File: src/rtl/lbm_init_seq.sv
// lbm_init_seq -- writes the initial lattice-Boltzmann state for a square grid.
// For every cell it writes density/velocity once (MACRO step) and then the nine
// equilibrium distribution values (DIST steps, dir 0..8), cell by cell, with
// count_init_en acting as a stall from the memory controller.
// Optional feature: define LBM_LID_INIT_EN to preload the top grid row with the
// lid velocity on ux.
//
// Handshake: a step is taken only on a rising Clk where count_init_en=1 while
// busy=1; the write for that step appears on the registered outputs on the
// following cycle. With count_init_en=0 nothing advances and no WE is asserted.
module lbm_init_seq #(
    parameter int                    GRID_DIM   = 256,
    parameter int                    DATA_WIDTH = 32,
    parameter int                    ROW_LEN    = 16,
    parameter logic [DATA_WIDTH-1:0] W0         = 32'h0000_71C7,
    parameter logic [DATA_WIDTH-1:0] W1         = 32'h0000_1C72,
    parameter logic [DATA_WIDTH-1:0] W5         = 32'h0000_071C,
    parameter logic [DATA_WIDTH-1:0] RHO0       = 32'h0001_0000,
    parameter logic [DATA_WIDTH-1:0] U_LID      = 32'h0000_0CCD
) (
    input  logic                  Clk,
    input  logic                  Reset,
    input  logic                  start,
    input  logic                  count_init_en,
    output logic [7:0]            count_init,
    output logic [7:0]            cell_addr,
    output logic [11:0]           fin_addr,
    output logic [DATA_WIDTH-1:0] p_data,
    output logic [DATA_WIDTH-1:0] ux_data,
    output logic [DATA_WIDTH-1:0] uy_data,
    output logic [DATA_WIDTH-1:0] fin_data,
    output logic                  WE_p_mem,
    output logic                  WE_ux_mem,
    output logic                  WE_uy_mem,
    output logic                  WE_fin_mem,
    output logic                  busy,
    output logic                  done,
    output logic [1:0]            o_dbg_state
);

    typedef enum logic [1:0] {
        S_IDLE  = 2'd0,
        S_MACRO = 2'd1,
        S_DIST  = 2'd2,
        S_DONE  = 2'd3
    } state_t;

    localparam logic [7:0] LAST_CELL = 8'(GRID_DIM - 1);
    localparam logic [7:0] LID_FIRST = 8'(GRID_DIM - ROW_LEN);
    localparam logic [3:0] LAST_DIR  = 4'd8;

`ifdef LBM_LID_INIT_EN
    localparam logic LID_EN = 1'b1;
`else
    localparam logic LID_EN = 1'b0;
`endif

    state_t                r_state;
    state_t                w_next_state;
    logic [7:0]            r_cell;
    logic [7:0]            w_next_cell;
    logic [3:0]            r_dir;
    logic [3:0]            w_next_dir;
    logic                  w_we_macro;
    logic                  w_we_fin;
    logic [11:0]           w_fin_addr;
    logic [DATA_WIDTH-1:0] w_fin_data;
    logic [DATA_WIDTH-1:0] w_ux_val;

    logic [7:0]            r_cell_addr;
    logic [11:0]           r_fin_addr;
    logic [DATA_WIDTH-1:0] r_p_data;
    logic [DATA_WIDTH-1:0] r_ux_data;
    logic [DATA_WIDTH-1:0] r_uy_data;
    logic [DATA_WIDTH-1:0] r_fin_data;
    logic                  r_we_p;
    logic                  r_we_ux;
    logic                  r_we_uy;
    logic                  r_we_fin;
    logic                  r_busy;
    logic                  r_done;

    // cell*9 built as cell*8+cell; max 255*9+8 = 2303 fits in 12 bits.
    assign w_fin_addr = ({4'd0, r_cell} << 3) + {4'd0, r_cell} + {8'd0, r_dir};

    // Top-row cells get the lid velocity only when the lid feature is built in.
    assign w_ux_val = (LID_EN && (r_cell >= LID_FIRST)) ? U_LID : '0;

    // Equilibrium weight for the current direction group.
    always_comb begin
        w_fin_data = W5;
        if (r_dir == 4'd0) begin
            w_fin_data = W0;
        end else if (r_dir <= 4'd4) begin
            w_fin_data = W1;
        end
    end

    // FSM state, cell and direction registers.
    always_ff @(posedge Clk) begin
        if (Reset) begin
            r_state <= S_IDLE;
            r_cell  <= 8'd0;
            r_dir   <= 4'd0;
        end else begin
            r_state <= w_next_state;
            r_cell  <= w_next_cell;
            r_dir   <= w_next_dir;
        end
    end

    // Next-state logic and write strobes for the current step.
    always_comb begin
        w_next_state = r_state;
        w_next_cell  = r_cell;
        w_next_dir   = r_dir;
        w_we_macro   = 1'b0;
        w_we_fin     = 1'b0;
        case (r_state)
            S_IDLE, S_DONE: begin
                if (start) begin
                    w_next_state = S_MACRO;
                    w_next_cell  = 8'd0;
                    w_next_dir   = 4'd0;
                end
            end
            S_MACRO: begin
                if (count_init_en) begin
                    w_we_macro   = 1'b1;
                    w_next_state = S_DIST;
                    w_next_dir   = 4'd0;
                end
            end
            S_DIST: begin
                if (count_init_en) begin
                    w_we_fin = 1'b1;
                    if (r_dir == LAST_DIR) begin
                        // Last cell finishes the grid instead of wrapping.
                        if (r_cell == LAST_CELL) begin
                            w_next_state = S_DONE;
                        end else begin
                            w_next_cell  = r_cell + 8'd1;
                            w_next_dir   = 4'd0;
                            w_next_state = S_MACRO;
                        end
                    end else begin
                        w_next_dir = r_dir + 4'd1;
                    end
                end
            end
            default: w_next_state = S_IDLE;
        endcase
    end

    // Registered outputs: writes land one cycle after the enabled step.
    always_ff @(posedge Clk) begin
        if (Reset) begin
            r_cell_addr <= 8'd0;
            r_fin_addr  <= 12'd0;
            r_p_data    <= '0;
            r_ux_data   <= '0;
            r_uy_data   <= '0;
            r_fin_data  <= '0;
            r_we_p      <= 1'b0;
            r_we_ux     <= 1'b0;
            r_we_uy     <= 1'b0;
            r_we_fin    <= 1'b0;
            r_busy      <= 1'b0;
            r_done      <= 1'b0;
        end else begin
            r_cell_addr <= r_cell;
            r_we_p      <= w_we_macro;
            r_we_ux     <= w_we_macro;
            r_we_uy     <= w_we_macro;
            r_we_fin    <= w_we_fin;
            r_busy      <= (w_next_state == S_MACRO) || (w_next_state == S_DIST);
            r_done      <= (w_next_state == S_DONE);
            if (w_we_macro) begin
                r_p_data  <= RHO0;
                r_ux_data <= w_ux_val;
                r_uy_data <= '0;
            end
            if (w_we_fin) begin
                r_fin_addr <= w_fin_addr;
                r_fin_data <= w_fin_data;
            end
        end
    end

    assign count_init  = r_cell_addr;
    assign cell_addr   = r_cell_addr;
    assign fin_addr    = r_fin_addr;
    assign p_data      = r_p_data;
    assign ux_data     = r_ux_data;
    assign uy_data     = r_uy_data;
    assign fin_data    = r_fin_data;
    assign WE_p_mem    = r_we_p;
    assign WE_ux_mem   = r_we_ux;
    assign WE_uy_mem   = r_we_uy;
    assign WE_fin_mem  = r_we_fin;
    assign busy        = r_busy;
    assign done        = r_done;
    assign o_dbg_state = r_state;

endmodule

File: config.mk
export PLATFORM = sky130hd
export DESIGN_NAME = lbm_init_seq
export DESIGN_NICKNAME = d
export VERILOG_FILES = /design/src/rtl/lbm_init_seq.sv
export SDC_FILE = /design/constraint.sdc
export NUM_CORES = 1
export LEC_CHECK = 0
export CAP_MARGIN = 10
export CORE_MARGIN = 2
export CORE_UTILIZATION = 37
export CTS_CLUSTER_SIZE = 16
export DETAILED_ROUTE_END_ITERATION = 7
export HOLD_SLACK_MARGIN = 0.12
export PLACE_DENSITY_LB_ADDON = 0.05
export RECOVER_POWER = 50
export SLEW_MARGIN = 20
export SYNTH_ARGS = -nofsm -noshare
export SYNTH_HDL_FRONTEND = slang
export SYNTH_SLANG_ARGS = --single-unit
File: constraint.sdc
create_clock -name Clk -period 2.75 [get_ports Clk]
set_clock_uncertainty 0.15 [all_clocks]
set_input_delay 0.55 -clock Clk [delete_from_list [all_inputs] [get_ports Clk]]
set_output_delay 0.55 -clock Clk [all_outputs]
set_load 0.02 [all_outputs]
==> summary.txt <==
Setup path
  • Worst Path Class, Setup: register to register
  • Startpoint Class: register
  • Worst EP required: 2.76 ns
  • Peak fanout along the critical path: 10
  • Worst EP arrival: 2.49 ns
  • CP Capture Type: register

Clock network
  • CTS root buffer: clkbuf_8
  • H-tree depth: 2
  • Clock buffer depth: 2
  • Cts bufs inserted: 5
  • CTS Hold Bufs: 0
  • CTS sink count: 45
  • TritonCTS clock tree: done
  • Reg clk slew, reported paths: 0.08 ns
  • PostCTS Resize Cnt: 0
  • Clk_lat worst skew: 0.29 ns
  • Number of post-CTS setup repair buffers: 0

Cells and area
  • Area occupied by registers: 901 um2
  • ANT cells: 0
  • Proportion of layout cells with a drive suffix above 1: 5.21%
  • Commonest non-fill, non-tap cell in the layout: conb_1
  • Most frequent cells in the layout: conb_1, dfxtp_1, dlygate4sd3_1, nand2_1, a21oi_1
  • Nets: 488
  • Multi-input combinational cell area: 0.00185 mm2
  • P&R area growth vs syn: 6.80%
  • # fillers: 982

Synth
  • Ys flop type: dfxtp_1
  • Ys Warns: 0
  • Asr flop ratio synth: 0%
  • Post-Syn Area per Cell: 8.18 um2
  • Ranking of synthesized cells by area: buf_4, dfxtp_1, ha_1
  • Area leader, netlist: buf_4
  • Sequential-to-total area share from yosys stat: 26.2%
  • Post-Syn Area: 0.00344 mm2
  • Number of synthesized flops with an enable pin: 0
  • Synth cell types: 53
  • Flops & latches, synth: 45
  • Post-synth top area share: 28.6%
  • Post-Syn Instances: 421

Drt
  • Routed met3 length: 374 um
  • Vias: 2535
  • Highest routed metal layer: met4
  • WL/cell: 11.9 um
  • Router iterations before antenna repair: 4
  • 1st-iter DRT viols: 97
  • Final WL: 6810 um
  • Drt via density: 4.43
  • DRT antenna net count: 0
  • # DRC: 0
  • Met2 WL: 3060 um
  • Wire length on met1: 3330 um

Floorplan
  • Die width: 100 um
  • Initial Util: 37.6%
  • Core box area: 0.00915 mm2
  • Die height: 100 um
  • Row count: 35
  • IO Pins: 168
  • DIE AREA: 0.0101 mm2

Placed design
  • Port buffer count: 55
  • Final Wtd Congestion: 0.806
  • DPL Wire Length: 5350 um
  • Pre-CTS WS: 0.0818 ns

STA
  • Relative slew slack: 33.2%
  • Endpoints failing hold: 0
  • Setup TNS: 0 ns
  • RSZ-0062 raised after global routing: false
  • Final setup fails: 0
  • Minimum clock period: 2.49 ns
  • Final Slew Violations: 0
  • Worst Max-Slew Pin Slew: 1.00 ns
  • Setup ws final: 0.265 ns
  • Final cycle utilization of the critical path: 90.4%
  • Maximum clock frequency: 0.402 GHz

Global route
  • All-layer global routing usage: 13.3%
  • Vias in the first global route: 2166
  • GR Overflow Total: 0
  • First-pass GRT wire length: 10800 um
  • Initial antenna violation count: 0
  • Largest net degree at the start of global routing: 20

Pwr
  • Power density cells: 374 mW/mm2
  • LEAKAGE: 1.75 nW
  • Worst vdd ir: 0.157 mV

Outcome
  • Status: completed

Worst hold path
  • Hold WC Path Type: register to register

Run
  • # Max-Cap Violations: 0
[routing by layer]
metal  GRT usage (%)  up-vias
met5               0        -
met4            2.63        0
met1            19.3     1160
met2            20.8       99
met3            2.43        4
li1                -     1272
[worst paths after layout]
path,slack [ns],depth (start not counted),to,start
min,0.30,2,fin_addr[4]$_SDFFE_PP0P_,fin_addr[4]$_SDFFE_PP0P_
max reg2reg,0.26,6,fin_addr[11]$_SDFFE_PP0P_,r_cell[2]$_SDFFE_PP0P_
max,0.26,6,fin_addr[11]$_SDFFE_PP0P_,r_cell[2]$_SDFFE_PP0P_
min reg2reg,0.30,2,fin_addr[4]$_SDFFE_PP0P_,fin_addr[4]$_SDFFE_PP0P_
[sequential cells by signal, indices dropped and copies added, names as in the netlist]
| signal | flops |
|---|---|
| o_dbg_state | 2 |
| p_data | 1 |
| fin_data | 6 |
| cell_addr | 8 |
| r_dir | 4 |
| WE_fin_mem | 1 |
| fin_addr | 12 |
| busy | 1 |
| WE_uy_mem | 1 |
| done | 1 |
| r_cell | 8 |
[kinds of logic after synthesis]
family	after synthesis	synth area share (%)
compound gates	72	13.3
xor+xnor	2	0.509
fa+ha+maj	23	8.80
buf+inv	162	32.1
flops	45	26.2
mux	6	1.78
other cells	1	0.109
simple gates	110	17.2
[power by group]
part	leakage [nW]	internal [W]	switching [W]	total (W)
clock	0.0443	0.000200	0.000215	0.000415
sequential	0.363	0.000662	0.00000579	0.000668
combinational	1.34	0.0000619	0.000229	0.000291
total	1.75	0.000924	0.000450	0.00137
[cell usage after synthesis, drive strengths merged (3+ instances only)]
library cell / number
a31oi: 3
nor2: 17
nor3: 7
clkbuf: 9
nand4: 4
a21o: 5
o21ai: 15
a21oi: 27
nor2b: 13
inv: 14
nand2: 27
nand3b: 5
nand3: 15
ha: 21
a211oi: 5
mux2i: 5
buf: 138
dfxtp: 45
and3: 4
nand2b: 5
[metrics by stage]
stage	hold WS [ns]	area, um2	std cells	power [W]	util (%)
2_1_floorplan	0.323	3860	532	0.00104	-
3_3_place_gp	0.298	3600	565	0.000976	39.4
3_5_place_dp	0.296	3600	565	0.000978	39.4
4_1_cts	0.308	3690	572	0.00140	40.3
5_1_grt	0.324	3680	572	0.00145	40.2
6_report	0.303	3680	572	0.00137	40.2
[cell type report]
| type | count | area share, % |
|---|---|---|
| Sequential cell | 45 | 24.5 |
| Inverter | 15 | 1.53 |
| Timing Repair Buffer | 69 | 17.5 |
| Multi-Input combinational cell | 325 | 50.4 |
| Clock buffer | 7 | 2.35 |
| Tap cell | 111 | 3.78 |
[worst max-delay path: stages (launching register included)]
cell and delay (ns):
dfxtp_1 0.56, ha_1 0.34, fa_1 0.47, a21o_1 0.20, a311o_1 0.39, a21oi_1 0.16
o41ai_1 0.08
(Power assumes the default switching activity.)
